File: src/rtl/am_pkg.sv
// Shared types and constants for the AM modulator: FSM states, datapath widths,
// and the quarter-wave sine table used by am_sin_lut.
package am_pkg;

  localparam int unsigned SAMPLE_W   = 8;
  localparam int unsigned PHASE_W    = 16;
  localparam int unsigned LUT_IDX_W  = 8;
  localparam int unsigned ENV_W      = 7;
  localparam int unsigned ENV_SUM_W  = 9;
  localparam int unsigned PROD_W     = 16;
  localparam int unsigned FRAC_SHIFT = 7;
  localparam int unsigned QTR_J_W    = 6;
  localparam int unsigned QTR_ADDR_W = 7;
  localparam int unsigned QTR_SIZE   = 65;

  typedef enum logic [2:0] {
    IDLE,
    ENV,
    MUL_I,
    MUL_Q,
    DONE
  } am_state_t;

  // Sample captured at handshake: audio plus the 8-bit carrier phase it rides on
  typedef struct packed {
    logic signed [SAMPLE_W-1:0]  audio;
    logic        [LUT_IDX_W-1:0] phase;
  } am_sample_t;

  // round(127*sin(2*pi*k/256)) for k = 0..64
  localparam logic [QTR_ADDR_W-1:0] QTR_TABLE [QTR_SIZE] = '{
    7'd0,   7'd3,   7'd6,   7'd9,   7'd12,  7'd16,  7'd19,  7'd22,
    7'd25,  7'd28,  7'd31,  7'd34,  7'd37,  7'd40,  7'd43,  7'd46,
    7'd49,  7'd51,  7'd54,  7'd57,  7'd60,  7'd63,  7'd65,  7'd68,
    7'd71,  7'd73,  7'd76,  7'd78,  7'd81,  7'd83,  7'd85,  7'd88,
    7'd90,  7'd92,  7'd94,  7'd96,  7'd98,  7'd100, 7'd102, 7'd104,
    7'd106, 7'd107, 7'd109, 7'd111, 7'd112, 7'd113, 7'd115, 7'd116,
    7'd117, 7'd118, 7'd120, 7'd121, 7'd122, 7'd122, 7'd123, 7'd124,
    7'd125, 7'd125, 7'd126, 7'd126, 7'd126, 7'd127, 7'd127, 7'd127,
    7'd127
  };

endpackage

File: src/rtl/am_sin_lut.sv
// Combinational full-wave sine built from the quarter-wave table by quadrant folding.
module am_sin_lut
  import am_pkg::*;
(
  input  logic        [LUT_IDX_W-1:0] phase,
  output logic signed [SAMPLE_W-1:0]  sin_c
);

  logic [1:0]            quad;
  logic [QTR_J_W-1:0]    j;
  logic [QTR_ADDR_W-1:0] addr;
  logic [QTR_ADDR_W-1:0] mag;

  // Odd quadrants mirror the index, the lower half-wave negates the magnitude
  always_comb begin
    quad  = phase[LUT_IDX_W-1 -: 2];
    j     = phase[QTR_J_W-1:0];
    addr  = quad[0] ? (QTR_ADDR_W'(QTR_SIZE - 1) - QTR_ADDR_W'(j)) : QTR_ADDR_W'(j);
    mag   = QTR_TABLE[addr];
    sin_c = quad[1] ? -$signed({1'b0, mag}) : $signed({1'b0, mag});
  end

endmodule

File: src/rtl/am_modulator.sv
// AM modulator: envelope (carrier + scaled audio) times a quadrature NCO carrier,
// one shared registered multiplier. Define AM_MOD_SATURATE_EN to clamp the envelope.
module am_modulator
  import am_pkg::*;
#(
  parameter int unsigned CARRIER_LVL = 64,
  parameter int unsigned MOD_SHIFT   = 1
) (
  input  logic                       clk,
  input  logic                       rst_n,
  input  logic signed [SAMPLE_W-1:0] audio_in,
  input  logic                       audio_valid,
  output logic                       audio_ready,
  input  logic        [PHASE_W-1:0]  phase_inc,
  output logic signed [SAMPLE_W-1:0] I_out,
  output logic signed [SAMPLE_W-1:0] Q_out,
  output logic                       out_valid
);

  am_state_t state, state_next;

  logic latch_en, env_en, sel_sin, cap_i, done_en;

  logic        [PHASE_W-1:0]   phase_acc;
  am_sample_t                  smp;
  logic        [LUT_IDX_W-1:0] cos_phase;
  logic signed [SAMPLE_W-1:0]  sin_c, cos_c, sin_q, cos_q, mul_b;
  logic signed [ENV_SUM_W-1:0] audio_ext, env_sum;
  logic        [ENV_W-1:0]     env_c, env_q;
  logic signed [PROD_W-1:0]    mul_a16, mul_b16, prod_q, prod_i_q;

  // State register
  always_ff @(posedge clk or negedge rst_n) begin
    if (!rst_n) state <= IDLE;
    else        state <= state_next;
  end

  // Next-state logic
  always_comb begin
    state_next = state;
    case (state)
      IDLE:    if (audio_valid && audio_ready) state_next = ENV;
      ENV:     state_next = MUL_I;
      MUL_I:   state_next = MUL_Q;
      MUL_Q:   state_next = DONE;
      DONE:    state_next = IDLE;
      default: state_next = IDLE;
    endcase
  end

  // Per-state datapath strobes
  always_comb begin
    latch_en = 1'b0;
    env_en   = 1'b0;
    sel_sin  = 1'b0;
    cap_i    = 1'b0;
    done_en  = 1'b0;
    case (state)
      IDLE:    latch_en = audio_valid && audio_ready;
      ENV:     env_en   = 1'b1;
      MUL_I:   sel_sin  = 1'b0;
      MUL_Q:   begin sel_sin = 1'b1; cap_i = 1'b1; end
      DONE:    done_en  = 1'b1;
      default: ;
    endcase
  end

  // Sample capture; phase seen by this sample is the accumulator before its own step
  always_ff @(posedge clk or negedge rst_n) begin
    if (!rst_n) begin
      phase_acc <= '0;
      smp       <= '0;
    end else if (latch_en) begin
      smp.audio <= audio_in;
      smp.phase <= phase_acc[PHASE_W-1 -: LUT_IDX_W];
      phase_acc <= phase_acc + phase_inc;
    end
  end

  assign audio_ext = {smp.audio[SAMPLE_W-1], smp.audio};
  assign env_sum   = $signed(ENV_SUM_W'(CARRIER_LVL)) + (audio_ext >>> MOD_SHIFT);

  // Envelope limiting to the 7-bit unsigned range
  always_comb begin
`ifdef AM_MOD_SATURATE_EN
    if (env_sum < 9'sd0)        env_c = '0;
    else if (env_sum > 9'sd127) env_c = '1;
    else                        env_c = env_sum[ENV_W-1:0];
`else
    env_c = env_sum[ENV_W-1:0];
`endif
  end

  assign cos_phase = smp.phase + LUT_IDX_W'(QTR_SIZE - 1);

  am_sin_lut u_sin (.phase(smp.phase), .sin_c(sin_c));
  am_sin_lut u_cos (.phase(cos_phase), .sin_c(cos_c));

  always_ff @(posedge clk or negedge rst_n) begin
    if (!rst_n) begin
      env_q <= '0;
      sin_q <= '0;
      cos_q <= '0;
    end else if (env_en) begin
      env_q <= env_c;
      sin_q <= sin_c;
      cos_q <= cos_c;
    end
  end

  // Shared multiplier: envelope is non-negative, so zero-extend before signed multiply
  assign mul_b   = sel_sin ? sin_q : cos_q;
  assign mul_a16 = PROD_W'($signed({1'b0, env_q}));
  assign mul_b16 = PROD_W'(mul_b);

  always_ff @(posedge clk or negedge rst_n) begin
    if (!rst_n) begin
      prod_q   <= '0;
      prod_i_q <= '0;
    end else begin
      prod_q <= mul_a16 * mul_b16;
      if (cap_i) prod_i_q <= prod_q;
    end
  end

  // Output and handshake registers
  always_ff @(posedge clk or negedge rst_n) begin
    if (!rst_n) begin
      I_out       <= '0;
      Q_out       <= '0;
      out_valid   <= 1'b0;
      audio_ready <= 1'b1;
    end else begin
      out_valid   <= done_en;
      audio_ready <= (state_next == IDLE);
      if (done_en) begin
        I_out <= SAMPLE_W'(prod_i_q >>> FRAC_SHIFT);
        Q_out <= SAMPLE_W'(prod_q >>> FRAC_SHIFT);
      end
    end
  end

endmodule

File: config.mk
export PLATFORM = sky130hd
export DESIGN_NAME = am_modulator
export DESIGN_NICKNAME = d
export VERILOG_FILES = /design/src/rtl/am_pkg.sv /design/src/rtl/am_sin_lut.sv /design/src/rtl/am_modulator.sv
export SDC_FILE = /design/constraint.sdc
export NUM_CORES = 1
export LEC_CHECK = 0
export ABC_AREA = 1
export BUFFER_PORTS_ARGS = -buffer_cell sky130_fd_sc_hd__clkbuf_2
export CAP_MARGIN = 10
export CORE_ASPECT_RATIO = 0.6
export CORE_UTILIZATION = 50
export CTS_BUF_LIST = sky130_fd_sc_hd__clkbuf_16
export CTS_CLUSTER_SIZE = 24
export DETAILED_ROUTE_END_ITERATION = 12
export PLACE_DENSITY = 0.68
export SETUP_SLACK_MARGIN = 0.05
export SYNTH_ARGS = -nofsm -noshare
export SYNTH_HDL_FRONTEND = slang
export SYNTH_HIERARCHICAL = 1
export SYNTH_SLANG_ARGS = --single-unit
File: constraint.sdc
create_clock -name clk -period 5.85 [get_ports clk]
set_input_delay 0.8775 -clock clk [delete_from_list [all_inputs] [get_ports clk]]
set_output_delay 0.8775 -clock clk [all_outputs]
set_load 0.005 [all_outputs]
# --- Word level (Yosys, flattened, before mapping) ---
# Memories as Yosys holds them, arrays and structs flattened.
# Index checks and enable logic that the tools add are counted.
totals:
  word_cells: 49
  mem_bits_ro: 1792
  inputBits: 27
  ff_bits: 106
  n_memories: 2
  out_inout_bits: 18
op_classes:
  mul: 1
  reduce_logical: 3
  bitwise: 2
  muxes: 15
  addsub: 7
  eq_ne: 4
  n_lt_le_gt_ge: 2
memory_table:
  columns: ["memory", "words", "width", "read_ports", "rd_clocked_by_memory_dff", "write_ports", "line", "rtl"]
  rows:
  - ["(no name shown)", 128, 7, 1, 0, 0, "am_sin_lut.sv:19", "mag = QTR_TABLE[addr];"]
  - ["(no name shown)", 128, 7, 1, 0, 0, "am_sin_lut.sv:19", null]
ops:
  columns: ["operator", "count"]
  rows:
  - ["two-way mux 7 bit", 6]
  - ["two-way mux 8 bit", 3]
  - ["adder 16 bit", 1]
  - ["greater-or-equal comparator 8 bit (second input constant)", 2]
  - ["negator 7 -> 8 bit", 2]
  - ["NOT 7 -> 8 bit", 2]
  - ["multiplier 8 x 8 -> 15 bit", 1]
  - ["subtractor 7 x 6 -> 7 bit (first input constant)", 2]
  - ["one-hot mux 3 bit (4 select lines)", 1]
  - ["adder 8 x 7 -> 8 bit (second input constant)", 1]
  - ["adder 7 bit (first input constant)", 1]
  - ["== test 3 x 2 -> 1 bit (second input constant)", 2]
  - ["logical NOT 3 bit", 2]
  - ["two-way mux 1 bit", 4]
  - ["== test 3 x 1 -> 1 bit (second input constant)", 1]
  - ["== test 3 bit (second input constant)", 1]
  - ["two-way mux 3 bit", 1]
  - ["logical AND 1 bit", 1]

# --- Logic depth before layout (Yosys ltp) ---
# Gate-level depths: netlist (run 1).
logic_depth:
  depth_word: 9
  depth_mapped: 26

# --- Modules after synthesis ---
# The synthesis (run 1) kept the hierarchy.
modules_own_cells:
  columns: ["mod", "cells_each", "area_per_inst_um2", "n_inst"]
  rows:
  - ["am_modulator", 780, 6237.2, 1]
  - ["am_sin_lut at u_cos", 233, 1163.6, 1]
  - ["am_sin_lut at u_sin", 230, 1138.6, 1]

# --- Worst setup path after synthesis (run 1) ---
# OpenSTA, ideal clock, no wires.
synth_timing:
  kind: "register to register"
  startpoint: "reg state[2]"
  endpoint: "reg prod_q[13]"
  path_buffers: 2
  path_stages_with_launch: 20
  arrival_time_ps: 4192
  period_less_slack_ps: 4315
  path_slack_ps: 1535
  setup_ps: 123
  path_cell_list: "dfrtp_1 > inv_2 > nand3_2 > buf_6 > buf_6 > o21a_2 > inv_2 > nor2_1 > fa_1 > fa_1 > fa_1 > inv_1 > fa_1 > inv_1 > ha_1 > a21oi_1 > o21ai_0 > nand2_1 > nand3_1 > xor2_1"
synth_via:
  elab_chain_cells: 4
synth_rtl:
  columns: ["item", "line", "rtl"]
  rows:
  - ["from (decl)", "am_modulator.sv:20", "am_state_t state, state_next;"]
  - ["from (signal assigned)", "am_modulator.sv:35", "else state <= state_next;"]
  - ["== test 3 x 2 -> 1 bit", "am_modulator.sv:58", "case (state)"]
  - ["two-way mux 1 bit", "am_modulator.sv:58", null]
  - ["two-way mux 8 bit", "am_modulator.sv:112", "assign mul_b = sel_sin ? sin_q : cos_q;"]
  - ["multiplier 8 x 8 -> 15 bit", "am_modulator.sv:121", "prod_q <= mul_a16 * mul_b16;"]
  - ["to (signal assigned)", "am_modulator.sv:121", null]
  - ["to (decl)", "am_modulator.sv:30", "logic signed [PROD_W-1:0] mul_a16, mul_b16, prod_q, prod_i_q;"]
# No other way between the ends.
# A chain may end at the register's enable or synchronous reset.

# --- Final worst setup path (run 1) ---
layout_timing:
  startpoint: "reg state[2]"
  endpoint: "reg prod_q[14]"
# The elaborated chain is that of the path after synthesis.

==> run_results.csv, run 1 <==
group,metric,value,unit
place,io_buffer_count,43,
routing,avgViaCountPerCell,5.092,
routing,drtIter0Drc,598,
routing,ant_nets,0,
critical_path,r2r_end,"prod_q[14]$_DFF_PN0_",
worst_hold_path,min-delay-start,"audio_ext[7]$_DFFE_PN0P_",
synthesis,yosysWarnings,6,
die,fp.dieH,103.2,um
status,status,"completed",
timing,fin_ws,0.6949,ns
timing,finalMaxSlewViolations,0,
die,core,0.01644,mm2
critical_path,cp-start-kind,"flip-flop",
die,start_util,51.94,%
synthesis,syn_area_per_cell,6.870,um2
job,drv_cap,0,
global_route,grt_pass1_wl,32940,um
place,hpwl,15210,um
synthesis,syn_area,0.008539,mm2
timing,min_period,5.155,ns
critical_path,worst_ep_required_time,6.05,ns
cts,cts_buffers,9,
die,ios,45,
critical_path,crit_arrival,5.36,ns
cts,clkTransAtPathRegs,0.07,ns
synthesis,ys_async_sr_fraction,100.0,%
timing,setup_violations,0,
timing,finalCritPeriodShare,88.12,%
timing,hold_violations,0,
worst_hold_path,hold_path_end,"env_q[6]$_DFFE_PN0P_",
cts,ctsHoldBuffers,0,
global_route,grt_max_degree,52,
timing,slew-limit-headroom,41.68,%
cts,htree_levels,3,
synthesis,synth_flop_cell,"dfrtp_1",
layout,syn_to_final_growth,7.282,%
timing,fin_skew,0.009630,ns
timing,worstMarginPinSlew,0.8718,ns
synthesis,ys_seq_elements,91,
timing,fmax,0.1940,GHz
cts,ctsLongestPathBuffers,2,
synthesis,synth_edf_count,0,
routing,drt_pass1_iterations,5,
cts,cts_resized,0,
place,gp_congestion,0.9048,
global_route,gr-usage-all-layers,23.52,%
critical_path,path_class,"reg -> reg",
critical_path,rr_worst_depth,23,
cts,cts.sinks,91,
place,dpl_worst_slack,0.7112,ns
layout,fin_nets,1402,
layout,drive_above_1_share,10.49,%
routing,drc,0,
worst_hold_path,holdCritPathClass,"reg -> reg",
global_route,antenna_found_initial,0,
layout,insertedDiodeCount,0,
critical_path,path_max_fanout,29,
critical_path,rrSetupSlack,0.69,ns
timing,setup_tns,0,ns
synthesis,synth_nets,1373,
critical_path,r2r_start,"state[2]$_DFF_PN0_",
synthesis,synth_cells,1243,
cts,postCtsSetupRepairBufs,0,
global_route,first_global_vias,6762,
synthesis,synthDistinctLibCells,42,
cts,tritoncts,"yes",
synthesis,ys_seq_area_share,26.68,%
die,rows,36,
die,die-area,0.01762,mm2
timing,grt_setup_unrepaired,"no",
cts,clock-root-buffer,"clkbuf_16",
worst_hold_path,hold_path_depth,1,
routing,vias,7664,
critical_path,cp-end-kind,"flip-flop",
routing,avgRoutedWirePerCell,12.86,um
layout,final.fill_count,1606,
global_route,overflow,0,
routing,wirelength,19360,um
cts,insertion_delay,0.34,ns
die,fp.dieW,170.7,um
synth_stat cells, types with 4 or more instances:
library cell	number	share of area, %
fa_1	30	7.0
inv_1	185	8.1
nand2_4	4	0.53
o21ai_0	49	2.9
nor3_1	6	0.35
mux2_4	7	1.2
xor2_1	7	0.72
nand3_1	106	6.2
xnor2_1	7	0.72
nand3b_1	6	0.53
nand2_2	15	1.1
o21ai_1	5	0.29
nand2_1	442	19
ha_1	73	11
nand3_2	7	0.82
dfrtp_1	90	26
clkbuf_1	7	0.31
a21oi_1	27	1.6
buf_6	10	1.3
inv_2	16	0.70
nor2_2	8	0.59
buf_2	7	0.41
nand4_1	8	0.59
nor2_1	87	3.8
mux2_2	5	0.66
sequential cells by signal, indices dropped and copies added, names as in the netlist, 3 cells and up:
name,cells
smp,8
state,3
prod_i_q,8
cos_q,8
Q_out,8
I_out,8
env_q,7
phase_acc,16
sin_q,8
prod_q,8
audio_ext,7
per-layer routing:
metal	wire length [um]	part of all wire [%]	global-route usage (%)
met5	0	0	0
met3	1150	5.9	3.311
met2	7176	37	32.37
met4	90	0.46	3.188
met1	10940	57	38.74
worst max-delay path, stage by stage, from the launching register on:
cell,delay (ns)
dfrtp_1,0.39
inv_2,0.10
nand3_2,0.47
inv_2,0.27
or2_1,0.15
o21ai_2,0.12
inv_2,0.13
nand2_1,0.08
fa_1,0.49
fa_1,0.54
inv_1,0.06
fa_1,0.53
inv_1,0.05
fa_1,0.52
inv_1,0.04
ha_1,0.33
nand2_1,0.10
nor2_1,0.15
and2_1,0.15
nand2_1,0.05
nand3_1,0.09
inv_1,0.04
nand3_1,0.06
nand2_1,0.11
layout by cell type (no fill, tap or decap), types with 3 or more instances in the layout:
cell type,instances
nand3b_1,6
nand4_1,8
or2_2,3
nor2_2,8
nor3_1,6
nand2_1,442
dfrtp_1,90
mux2_2,5
a21oi_1,27
fa_1,30
ha_1,73
inv_2,16
nand3_2,7
nand2_2,15
nand2_4,4
xor2_1,7
clkbuf_16,9
nor2_1,87
clkbuf_2,42
o21ai_1,5
mux2_4,7
xnor2_1,7
o21ai_2,3
o21ai_0,49
inv_1,186
buf_4,3
nand3_1,106
kinds of logic after synthesis:
family / Yosys count / synth area share (%)
compound gates: 90 / 5.685
xor+xnor: 14 / 1.436
simple gates: 702 / 35.24
buf+inv: 230 / 11.22
mux: 13 / 2.007
flops: 91 / 26.68
fa+ha+maj: 103 / 17.73
worst max path at each step:
stage               slack [ns]                    to  cells after the start               start
global route              0.22  prod_q[14]$_DFF_PN0_                     22  state[2]$_DFF_PN0_
floorplan                 1.54  prod_q[13]$_DFF_PN0_                     19  state[2]$_DFF_PN0_
finish                    0.69  prod_q[14]$_DFF_PN0_                     23  state[2]$_DFF_PN0_
CTS                       0.70  prod_q[14]$_DFF_PN0_                     23  state[2]$_DFF_PN0_
global placement          0.76  prod_q[14]$_DFF_PN0_                     22  state[2]$_DFF_PN0_
detailed placement        0.71  prod_q[14]$_DFF_PN0_                     23  state[2]$_DFF_PN0_
layout make-up:
| cell class | instances | area, um2 | area share, % |
|---|---|---|---|
| multi-input cells | 922 | 5303 | 57.88 |
| clock buffers | 9 | 225.2 | 2.458 |
| well taps | 228 | 285.3 | 3.114 |
| inverters | 203 | 762.0 | 8.317 |
| flip-flops and latches | 91 | 2278 | 24.87 |
| repair buffers | 45 | 232.7 | 2.540 |
| clock inverters | 7 | 75.07 | 0.8194 |
stage by stage:
stage / hold slack [ns] / cell area (um2) / utilization [%] / instances
after floorplan: 0.4399 / 8539 / - / 1243
after global placement: 0.4609 / 8861 / 53.90 / 1489
after detailed placement: 0.4640 / 8861 / 53.90 / 1489
after CTS: 0.4780 / 9161 / 55.72 / 1505
after global routing: 0.5047 / 9161 / 55.72 / 1505
final: 0.4727 / 9161 / 55.72 / 1505
Power of run 1 is left out: the tool's default activity adds up to more than one toggle a clock period on the data nets, which glitch-free logic cannot reach.
==> inputs of run 2 (changes only) <==
CORE_UTILIZATION = 60   (was 50)
PLACE_DENSITY = 0.79   (was 0.68)
clock period = 6.5 ns   (was 5.85 ns; I/O delays follow)
==> run 2 against run 1 <==
Core utilization increased by 11 points. Final cell count is 2.4% lower. Hold slack lost 0.0033 ns. Register-to-register slack improved by 0.51 ns. Critical path depth shrank 1. Sequential share of layout area increased by 0.14 points. Flip-flop and latch count unchanged. Clock-buffer cell count stayed put. Critical endpoint unchanged.
==> run_results.csv, run 2 (synthesis gave the netlist of run 1 again) <==
group,metric,value,unit
die,fp.dieH,94.41,um
critical_path,crit_slowest_cell,"fa_1",
critical_path,crit_path_max_incr_delay,0.54,ns
timing,setup_tns,0,ns
global_route,first_global_vias,6893,
place,hpwl,15050,um
critical_path,path_cells,"inv_2 > nand3_2 > inv_2 > or2_1 > o21ai_2 > inv_2 > nand2_1 > fa_1 > fa_1 > inv_1 > fa_1 > inv_1 > fa_1 > inv_1 > ha_1 > a21oi_1 > o21ai_0 > nand2_1 > nand3_1 > inv_1 > nand3_1 > nand2_1",
timing,fin_skew,0.01411,ns
timing,setup_violations,0,
routing,avgRoutedWirePerCell,13.23,um
layout,regMostFlops,"phase_acc",
global_route,grt_pass1_wl,33550,um
timing,slew-limit-headroom,38.41,%
cts,ctsLongestPathBuffers,2,
timing,fin_ws,1.202,ns
cts,cts_buffers,9,
critical_path,cp-end-kind,"flip-flop",
die,rows,33,
die,core,0.01375,mm2
timing,worstMarginPinSlew,0.9238,ns
layout,syn_to_final_growth,6.667,%
timing,grt_setup_unrepaired,"no",
timing,whs,0.4694,ns
timing,hold_violations,0,
worst_hold_path,holdCritPathClass,"reg -> reg",
routing,wirelength,19430,um
cts,postCtsSetupRepairBufs,0,
cts,tritoncts,"yes",
global_route,gr-usage-all-layers,28.81,%
timing,min_period,5.298,ns
timing,finalCritPeriodShare,81.50,%
routing,drc,0,
place,gp_congestion,0.9467,
global_route,grt_max_degree,74,
global_route,antenna_found_initial,0,
layout,layout_common_cells,"nand2_1 (442), inv_1 (185), nand3_1 (106), dfrtp_1 (90), nor2_1 (87)",
critical_path,crit_arrival,5.50,ns
cts,clock-root-buffer,"clkbuf_16",
routing,ant_nets,0,
die,ios,45,
die,die-area,0.01473,mm2
routing,drtIter0Drc,667,
cts,htree_levels,3,
place,io_buffer_count,43,
layout,largest_reg_flops,16,
die,fp.dieW,156.0,um
cts,clkTransAtPathRegs,0.07,ns
routing,avgViaCountPerCell,5.256,
cts,cts.sinks,91,
cts,insertion_delay,0.36,ns
critical_path,cp-start-kind,"flip-flop",
critical_path,path_class,"reg -> reg",
layout,insertedDiodeCount,0,
timing,fmax,0.1888,GHz
critical_path,path_max_fanout,29,
cts,cts_resized,0,
status,status,"completed",
place,dpl_worst_slack,1.257,ns
cts,ctsHoldBuffers,0,
die,start_util,62.11,%
layout,layout_commonest_cell,"nand2_1",
job,drv_cap,0,
layout,fin_nets,1402,
timing,finalMaxSlewViolations,0,
routing,drt_pass1_iterations,5,
global_route,overflow,0,
critical_path,worst_ep_required_time,6.70,ns
routing,vias,7721,
layout,drive_above_1_share,10.57,%
[run 2: cell count changes in the layout (fill, tap and decap cells not counted)]
cell	delta
bufinv_16	-1
clkinvlp_4	-1
inv_6	-1
inv_1	-1
inv_8	+3
clkinv_4	+1
[run 2: metrics by stage]
| stage | std cells | area [um2] | utilization [%] |
|---|---|---|---|
| 5_1_grt | 1469 | 9109 | 66.25 |
| 6_report | 1469 | 9109 | 66.25 |
| 3_5_place_dp | 1453 | 8816 | 64.12 |
| 2_1_floorplan | 1243 | 8539 | - |
| 3_3_place_gp | 1453 | 8816 | 64.12 |
| 4_1_cts | 1469 | 9109 | 66.25 |
[run 2: final timing paths]
kind                                          start                   end  slack [ns]  depth (start not counted)
setup / recovery                 state[2]$_DFF_PN0_  prod_q[14]$_DFF_PN0_        1.20                         22
min in group asynchronous                     rst_n   prod_q[8]$_DFF_PN0_        0.48                          1
setup reg to reg                 state[2]$_DFF_PN0_  prod_q[14]$_DFF_PN0_        1.20                         22
hold / removal             prod_i_q[11]$_DFFE_PN0P_  I_out[4]$_DFFE_PN0P_        0.47                          2
hold reg to reg            prod_i_q[11]$_DFFE_PN0P_  I_out[4]$_DFFE_PN0P_        0.47                          2
max in group asynchronous                     rst_n    smp[1]$_DFFE_PN0P_        4.81                          2
[run 2: worst max-delay path: cells and delay by family (launching register included)]
kind	cells	cell delay, ns
buf+inv	7	0.70
compound gates	3	0.52
simple gates	7	1.10
fa+ha+maj	5	2.42
flops	1	0.38
[run 2: final cells by class]
cell class | count | area, um2
Inverter | 203 | 762.0
Clock inverter | 7 | 67.56
Multi-Input combinational cell | 922 | 5303
Clock buffer | 9 | 225.2
Fill cell | 1239 | 4641
Timing Repair Buffer | 45 | 232.7
Tap cell | 192 | 240.2
Sequential cell | 91 | 2278
[run 2: routing by layer]
| layer | global-route usage [%] | share of wire, % | up-vias |
|---|---|---|---|
| li1 | - | - | 3917 |
| met1 | 46.69 | 52 | 3503 |
| met2 | 37.28 | 37 | 285 |
| met3 | 7.848 | 10 | 16 |
| met4 | 4.984 | 0.73 | 0 |
| met5 | 0 | 0 | - |
Power of run 2 is left out for the same reason.
==> inputs of run 3 (changes only) <==
clock period = 4.9 ns   (was 6.5 ns; I/O delays follow)
==> run 3 against run 2 <==
Global-route usage rose by 0.54 points. Die area did not move. Maximum frequency rose by 15%.
==> run_results.csv, run 3 (synthesis gave the netlist of run 1 again) <==
group,metric,value,unit
timing,worstMarginPinSlew,0.9408,ns
global_route,use_met1,47.37,%
global_route,use_met3,5.278,%
die,ios,45,
global_route,first_global_vias,6992,
place,gp_congestion,0.9273,
job,drv_cap,0,
layout,regArea,0.002281,mm2
layout,drive_above_1_share,11.75,%
die,fp.dieW,156.0,um
timing,fin_skew,0.009520,ns
timing,hold_violations,0,
timing,whs,0.4154,ns
cts,cts_buffers,9,
place,io_buffer_count,43,
timing,finalCritPeriodShare,94.05,%
cts,cts.sinks,91,
critical_path,crit_arrival,4.82,ns
layout,largest_reg_flops,16,
critical_path,cp-start-kind,"flip-flop",
critical_path,path_max_fanout,7,
layout,layout_common_cells,"nand2_1 (441), inv_1 (184), nand3_1 (106), dfrtp_1 (88), nor2_1 (86)",
routing,avgRoutedWirePerCell,13.55,um
die,die-area,0.01473,mm2
routing,drtIter0Drc,748,
timing,min_period,4.608,ns
cts,htree_levels,3,
routing,vias,7769,
die,rows,33,
layout,final.fill_count,1207,
routing,drt_pass1_iterations,5,
timing,grt_setup_unrepaired,"no",
global_route,grt_max_degree,56,
routing,ant_nets,0,
timing,slew-limit-headroom,36.70,%
layout,fin_nets,1410,
cts,tritoncts,"yes",
worst_hold_path,holdCritPathClass,"in -> async",
cts,clkTransAtPathRegs,0.07,ns
layout,multiInputGateArea,0.005368,mm2
layout,layout_commonest_cell,"nand2_1",
place,hpwl,15170,um
cts,insertion_delay,0.36,ns
global_route,grt_util_met2,40.40,%
critical_path,path_class,"reg -> reg",
critical_path,cp-end-kind,"flip-flop",
global_route,grt_pass1_wl,34280,um
global_route,busiest_layer,"met1",
layout,insertedDiodeCount,0,
routing,drc,0,
critical_path,worst_ep_required_time,5.11,ns
global_route,overflow,0,
timing,fmax,0.2170,GHz
timing,setup_violations,0,
die,fp.dieH,94.41,um
die,start_util,62.11,%
timing,finalMaxSlewViolations,0,
routing,avgViaCountPerCell,5.260,
timing,setup_tns,0,ns
routing,wirelength,20020,um
global_route,antenna_found_initial,0,
status,status,"completed",
layout,syn_to_final_growth,8.366,%
global_route,gr-usage-all-layers,29.35,%
cts,clock-root-buffer,"clkbuf_16",
die,core,0.01375,mm2
cts,ctsHoldBuffers,0,
layout,regMostFlops,"phase_acc",
cts,ctsLongestPathBuffers,2,
run 3: routing by layer:
| metal | share of wire (%) | up-vias | routed length (um) |
|---|---|---|---|
| met3 | 8.7 | 15 | 1744 |
| met1 | 53 | 3539 | 10560 |
| met4 | 0.79 | 0 | 158 |
| li1 | - | 3929 | - |
| met5 | 0 | - | 0 |
| met2 | 38 | 286 | 7552 |
run 3: timing repair:
| action | 4_1_cts | 5_1_grt |
|---|---|---|
| resized for setup | 0 | 12 |
| buffers inserted | 0 | 2 |
| endpoints found under the setup margin | 0 | 5 |
run 3: critical path, cell delays in order (launching register included):
cell	delay, ns
dfrtp_2	0.46
nand3_4	0.19
inv_2	0.06
or2_1	0.24
o21ai_4	0.12
inv_2	0.09
nand2_1	0.09
fa_1	0.46
fa_1	0.55
inv_1	0.05
fa_1	0.52
inv_1	0.05
fa_1	0.52
inv_1	0.06
ha_4	0.28
nand2_1	0.08
nor2_1	0.13
and2_1	0.15
nand2_1	0.05
nand3_1	0.08
inv_1	0.05
nand3_1	0.06
nand2_1	0.11
run 3: worst paths after layout:
| path | startpoint | end | slack, ns | cells after the start |
|---|---|---|---|---|
| setup / recovery | state[0]$_DFF_PN0_ | prod_q[14]$_DFF_PN0_ | 0.29 | 22 |
| hold / removal | rst_n | I_out[4]$_DFFE_PN0P_ | 0.42 | 1 |
| setup reg to reg | state[0]$_DFF_PN0_ | prod_q[14]$_DFF_PN0_ | 0.29 | 22 |
| hold reg to reg | audio_ext[7]$_DFFE_PN0P_ | env_q[6]$_DFFE_PN0P_ | 0.46 | 1 |
| max in group asynchronous | rst_n | phase_acc[15]$_DFFE_PN0P_ | 3.53 | 2 |
| min in group clk | audio_ext[7]$_DFFE_PN0P_ | env_q[6]$_DFFE_PN0P_ | 0.46 | 1 |
run 3: metrics by stage:
stage | setup WS (ns) | cells | util, % | instance area [um2]
after floorplan | 0.5851 | 1243 | - | 8539
after global placement | 0.2146 | 1458 | 64.39 | 8853
after detailed placement | 0.1154 | 1458 | 64.39 | 8853
after CTS | 0.1032 | 1474 | 66.68 | 9169
after global routing | 0.04439 | 1477 | 67.30 | 9254
final | 0.2916 | 1477 | 67.30 | 9254
run 3: cell type report:
cell class | count | area share, %
multi-input cells | 923 | 58.00
flip-flops and latches | 91 | 24.65
inverters | 203 | 8.261
repair buffers | 52 | 3.083
well taps | 192 | 2.596
clock buffers | 9 | 2.434
clock inverters | 7 | 0.9735
Power of run 3 is left out for the same reason.
